$ cat src/rtl/pc_branch_unit_pkg.sv
// Shared definitions for the program counter / branch unit and its condition logic.
package pc_branch_unit_pkg;

    typedef enum logic {
        ST_RUN  = 1'b0,
        ST_HALT = 1'b1
    } pc_state_e;

    localparam int FLAG_Z  = 1;
    localparam int FLAG_LT = 0;

    localparam logic [15:0] RESET_PC_DEFAULT = 16'h0000;

endpackage

$ cat src/rtl/pc_branch_unit_branch_cond.sv
// Branch condition evaluation from registered Z/LT flags; also used for microcode skips.
module branch_cond
    import pc_branch_unit_pkg::*;
(
    input  logic [1:0] flags,
    input  logic       jz,
    input  logic       jlt,
    input  logic       jgt,
    output logic       cond_ok
);

    logic z, lt;

    assign z  = flags[FLAG_Z];
    assign lt = flags[FLAG_LT];

    // No condition selected means an unconditional jump.
    assign cond_ok = ~(jz | jlt | jgt)
                   | (jz & z)
                   | (jlt & lt)
                   | (jgt & ~z & ~lt);

endmodule

$ cat src/rtl/pc_branch_unit.sv
// Program counter with conditional bus load, increment, and a RUN/HALT freeze state.
module pc_branch_unit
    import pc_branch_unit_pkg::*;
#(
    parameter int               WIDTH    = 16,
    parameter logic [WIDTH-1:0] RESET_PC = WIDTH'(RESET_PC_DEFAULT)
) (
    input  logic             clk,
    input  logic             reset,
    input  logic [1:0]       flags,
    input  logic             jz,
    input  logic             jlt,
    input  logic             jgt,
    input  logic             pc_load,
    input  logic             pc_inc,
    input  logic [WIDTH-1:0] bus_in,
    input  logic             halt_req,
    input  logic             resume,
    output logic [WIDTH-1:0] pc_out,
    output logic             taken,
    output logic             halted
);

    pc_state_e        state_q, state_d;
    logic [WIDTH-1:0] pc_q, pc_d;
    logic             taken_q, taken_d;
    logic             cond_ok;

    branch_cond u_cond (
        .flags   (flags),
        .jz      (jz),
        .jlt     (jlt),
        .jgt     (jgt),
        .cond_ok (cond_ok)
    );

    always_comb begin
        pc_d    = pc_q;
        taken_d = 1'b0;
        state_d = state_q;
        case (state_q)
            ST_RUN: begin
                // A failed branch falls through to the increment path.
                if (pc_load && cond_ok) begin
                    pc_d    = bus_in;
                    taken_d = 1'b1;
                end else if (pc_inc) begin
                    pc_d = pc_q + WIDTH'(1);
                end
                if (halt_req) state_d = ST_HALT;
            end
            ST_HALT: begin
                if (resume) state_d = ST_RUN;
            end
            default: state_d = ST_RUN;
        endcase
    end

    always_ff @(posedge clk) begin
        if (reset) begin
            state_q <= ST_RUN;
            pc_q    <= RESET_PC;
            taken_q <= 1'b0;
        end else begin
            state_q <= state_d;
            pc_q    <= pc_d;
            taken_q <= taken_d;
        end
    end

    assign pc_out = pc_q;
    assign taken  = taken_q;
    assign halted = (state_q == ST_HALT);

endmodule

$ cat config.mk
export PLATFORM = sky130hd
export DESIGN_NAME = pc_branch_unit
export DESIGN_NICKNAME = d
export VERILOG_FILES = /design/src/rtl/pc_branch_unit_pkg.sv /design/src/rtl/pc_branch_unit_branch_cond.sv /design/src/rtl/pc_branch_unit.sv
export SDC_FILE = /design/constraint.sdc
export NUM_CORES = 1
export LEC_CHECK = 0
export ABC_AREA = 0
export ABC_CLOCK_PERIOD_IN_PS = 3000
export BUFFER_PORTS_ARGS = -buffer_cell sky130_fd_sc_hd__clkbuf_2
export CAP_MARGIN = 10
export CORE_MARGIN = 2
export CORE_UTILIZATION = 35
export CTS_BUF_LIST = sky130_fd_sc_hd__clkbuf_4
export CTS_CLUSTER_SIZE = 8
export DETAILED_ROUTE_END_ITERATION = 16
export SETUP_SLACK_MARGIN = 0.05
export SYNTH_ARGS = -nofsm -noshare
export SYNTH_HDL_FRONTEND = slang
export SYNTH_SLANG_ARGS = --single-unit
$ cat constraint.sdc
create_clock -name clk -period 3 [get_ports clk]
set_clock_uncertainty 0.05 [all_clocks]
set_input_delay 0.3 -clock clk [delete_from_list [all_inputs] [get_ports clk]]
set_output_delay 0.3 -clock clk [all_outputs]
set_load 0.02 [all_outputs]
---- Yosys cells after proc, flatten, opt, wreduce, memory -nomap -nowiden ----
Cells that the tools add are included.
operators by class
  bitwise gates (word level) .............. 13
  reductions and logical operators ........ 4
  mux-type cells .......................... 6
  add/subtract/negate cells ............... 1
operators with widths
  kind                   count
  $mux 16                2
  $add 16x1->16 const B  1
  $or 1x1->1             5
  $and 1x1->1            4
  $not 1->1              4
  $mux 1                 3
  $pmux 1 s2             1
  $reduce_and 2->1       1
  $reduce_bool 2->1      1
  $reduce_or 2->1        1
  $logic_and 1x1->1      1
word-level totals
  word-level logic and storage cells ...... 27
  input bits .............................. 27
  flip-flop bits (word level) ............. 18
  output and inout port bits .............. 18

---- Longest topological paths before layout ----
  depth in word-level cells ............... 9
  depth in mapped cells ................... 7
  gate-level depth less buffers ........... 6

---- By module ----
Synthesis repeated with hierarchy kept, for this count alone.
unflattened totals
  cells, all modules ...................... 155
  area, all modules ....................... 1176.1 sq um
modules (own cells, without submodules)
  module          times used  area each (sq um)  sequential area each (sq um)  cells an instance
  pc_branch_unit  1           1134.8             360.3                         149
  branch_cond     1           41.3               0.0                           6

---- Least setup slack after synthesis ----
No wires, ideal clock.
  path kind ............................... flip-flop to flip-flop
  start ................................... register pc_q[0] (netlist: pc_out[0])
  end ..................................... register pc_q[14] (netlist: pc_out[14])
  stages on the path, launching flop included .. 7
  path buffers ............................ 0
  arrival time ............................ 1.624 ns
  library setup time ...................... 0.077 ns
  setup slack ............................. 1.249 ns
  clock period less this slack ............ 1.751 ns
  data required time ...................... 2.873 ns
  cells stage by stage .................... dfxtp_1 > ha_1 > nand4_1 > nor2_1 > nand2_1 > or4_4 > a41oi_2
on the way
  cells in the longest elaborated chain, start to end .. 3
RTL lines
  item                      RTL line              source
  start: declaration        pc_branch_unit.sv:25  logic [WIDTH-1:0] pc_q, pc_d;
  start signal: assignment  pc_branch_unit.sv:66  pc_q <= pc_d;
  $add 16x1->16             pc_branch_unit.sv:48  pc_d = pc_q + WIDTH'(1);
  $mux 16                   pc_branch_unit.sv:47  end else if (pc_inc) begin
  $mux 16                   pc_branch_unit.sv:44  if (pc_load && cond_ok) begin
Every way passes these cells. The select of a mux whose other input is x is not followed.
A chain may end at the register's enable or synchronous reset.

---- Final worst setup path ----
Same ends and word-level chain as after synthesis.

==> key figures <==
STA
  – Worst Tran Pin Value: 0.607 ns
  – Final slew viol count: 0
  – Final Hold Fails: 0
  – Worst hold slack: 0.156 ns
  – Final Worst Setup Slack: 1.19 ns
  – RSZ-0062 raised after global routing: false
  – F_max: 0.552 GHz
  – Fin crit period: 1.81 ns
  – Max-slew headroom: 59.6%
  – Setup TNS: 0 ns
  – Final worst-path cycle share: 60.4%
  – Setup violators final: 0

Yosys
  – Post-Syn Instances: 155
  – Ys Warns: 0
  – Seq/Total Area, Yosys: 28.7%
  – Syn_nets: 183
  – Top FF cell, synth: dfxtp_1
  – Top-area cell type share of the netlist area: 28.7%
  – Largest area contributor in the netlist: dfxtp_1
  – Asr flop ratio synth: 0%
  – Synthesized cell area: 0.00125 sq mm
  – Area contributors post-synth: dfxtp_1, mux2i_1, nand3_1, nor2_1, inv_1
  – Post-synthesis cell type count: 45
  – Syn avg cell area: 8.10 sq um
  – Post-synth EDFFs: 0
  – Synth Register Bits: 18

Global route
  – Initial antenna violation count: 0
  – Remaining global-route overflow: 0
  – First-pass GRT wire length: 5520 um
  – Vias in the first global route: 1,188
  – Gr usage total: 16.9%
  – Largest net degree at the start of global routing: 19

Layout
  – Non-filler instance count after layout: 241
  – Layout cells sized above 1: 30.8%
  – Area added between synthesis and finish: 20.0%
  – Diodes inserted: 0
  – Final Util: 44.4%
  – NumNets Final: 224
  – Fin area: 0.00151 sq mm

Power
  – Leak pwr: 0.629 nW
  – Power, Total: 0.577 mW
  – Pwr/cell area: 383 mW/mm^2
  – VDD IR max: 0.123 mV

Critical path
  – Crit path DAT: 2.00 ns
  – Crit path launch type: flip-flop
  – CP Capture Type: flip-flop
  – Crit path max fanout: 6
  – Worst EP required: 3.18 ns
  – Crit path kind: flip-flop to flip-flop

Worst hold path
  – Worst Hold Class: primary input to flip-flop

Die
  – Die height: 63.9 um
  – Area of the core: 0.00339 sq mm
  – I/O Pins: 45
  – Die Footprint: 0.00408 sq mm
  – Starting Density: 37.0%
  – # rows: 21
  – Die width: 63.9 um

Routing
  – DRC: 0
  – Routed wire length: 3310 um
  – Via density per instance: 5.38
  – Final ANT Viol Nets: 0
  – Drt pass-1 iters: 4
  – Avg WL per Cell: 13.7 um
  – Initial drt markers: 58
  – Vias: 1,297

CTS
  – CTS max path bufs: 2
  – Hold_buf cts: 0
  – Clock latency on the worst-skew pair: 0.30 ns
  – Post-cts gate resize count: 0
  – H-tree depth: 1
  – Postcts setup bufs: 0
  – Inserted Clock Buffers: 3
  – Reg clk slew, reported paths: 0.11 ns
  – Sink Count: 18
  – Root Buffer Master: clkbuf_4
  – CTS tree: built

Placed design
  – Placed Cells: 237
  – # port buffers: 44
  – Final GP Congestion: 0.831
  – Post-DP Area: 0.00148 sq mm
  – Worst slack, placed: 0.971 ns
  – DP HPWL: 2570 um

Outcome
  – Status: complete, no violations

Run
  – MaxCap Viol Count: 0
==> logic make-up (layout without fill, tap and decap cells) <==
group	after synthesis	after routing	share of synthesized area, %
adder cells (fa/ha/maj)	1	1	0.997
AND/OR/NAND/NOR	61	61	24.4
flip-flops	18	18	28.7
AO/OA/AOI/OAI	40	40	25.9
XOR/XNOR	3	3	2.09
multiplexers	11	11	9.17
buffers and inverters	21	61	8.67
==> final timing paths <==
| check | slack [ns] | end | depth (start not counted) | from |
|---|---|---|---|---|
| worst max-delay path | 1.19 | pc_out[14] | 6 | pc_out[0] |
| worst min-delay path | 0.16 | pc_out[13] | 3 | bus_in[13] |
| worst max register to register | 1.19 | pc_out[14] | 6 | pc_out[0] |
| worst min register to register | 0.42 | pc_out[15] | 2 | pc_out[15] |
==> layer usage <==
metal	track usage (%)	share of wire, %	up-vias
li1	-	-	655
met1	22.3	45	598
met2	27.5	48	39
met3	2.82	5.4	5
met4	6.52	1.5	0
met5	0	0	-
==> cell usage in the layout (no fill, tap or decap), drive strengths merged <==
master / Yosys / routed
a22oi: 1 / 1
ha: 1 / 1
nor2: 16 / 16
nand4b: 1 / 1
mux2i: 10 / 10
o21ai: 6 / 6
o2bb2ai: 1 / 1
o21bai: 2 / 2
mux2: 1 / 1
a311o: 1 / 1
clkbuf: 4 / 47
inv: 10 / 10
o211ai: 1 / 1
a221oi: 2 / 2
nand2b: 1 / 1
xnor2: 1 / 1
o221ai: 1 / 1
a21oi: 8 / 8
or4: 1 / 1
a211oi: 4 / 4
nand4: 3 / 3
a2111oi: 1 / 1
nor3: 5 / 5
clkinv: 1 / 2
o32ai: 4 / 4
a21o: 2 / 2
a31oi: 2 / 2
nand2: 10 / 10
a32o: 1 / 1
a41oi: 1 / 1
or3: 2 / 2
nor4: 3 / 3
buf: 6 / 2
dfxtp: 18 / 18
and3: 3 / 3
nor2b: 3 / 3
nand3: 13 / 13
xor2: 2 / 2
a32oi: 2 / 2
==> synthesized netlist by cell type (all sizes together), types with 2 or more instances <==
cell type,n
o21bai,2
dfxtp,18
nor2,16
nor4,3
o21ai,6
buf,6
mux2i,10
a31oi,2
xor2,2
a211oi,4
nand3,13
inv,10
a21oi,8
and3,3
a21o,2
or3,2
nor3,5
nand4,3
clkbuf,4
a32oi,2
nor2b,3
a221oi,2
o32ai,4
nand2,10
==> flip-flops by register name (all words and copies together), names as in the netlist <==
name,count
pc_out,16
halted,1
taken,1
==> power breakdown <==
part / internal [mW] / switching [mW]
combinational: 0.0670 / 0.0943
clock: 0.0486 / 0.0816
sequential: 0.258 / 0.0279
total: 0.374 / 0.204
==> critical path, cell delays in order (launching register included) <==
cell and delay (ns):
dfxtp_1 0.44, ha_1 0.24, nand4_1 0.15, nor2_1 0.19, nand2_1 0.09, or4_4 0.42
a41oi_2 0.17
==> final cells by class <==
class	count	area (sq um)
Tap cell	46	57.6
Clock inverter	1	3.75
Inverter	11	41.3
Clock buffer	3	22.5
Timing Repair Buffer	46	235
Sequential cell	18	360
Fill cell	366	1880
Multi-Input combinational cell	116	786
Note: power is estimated with default switching activity, not from simulation.
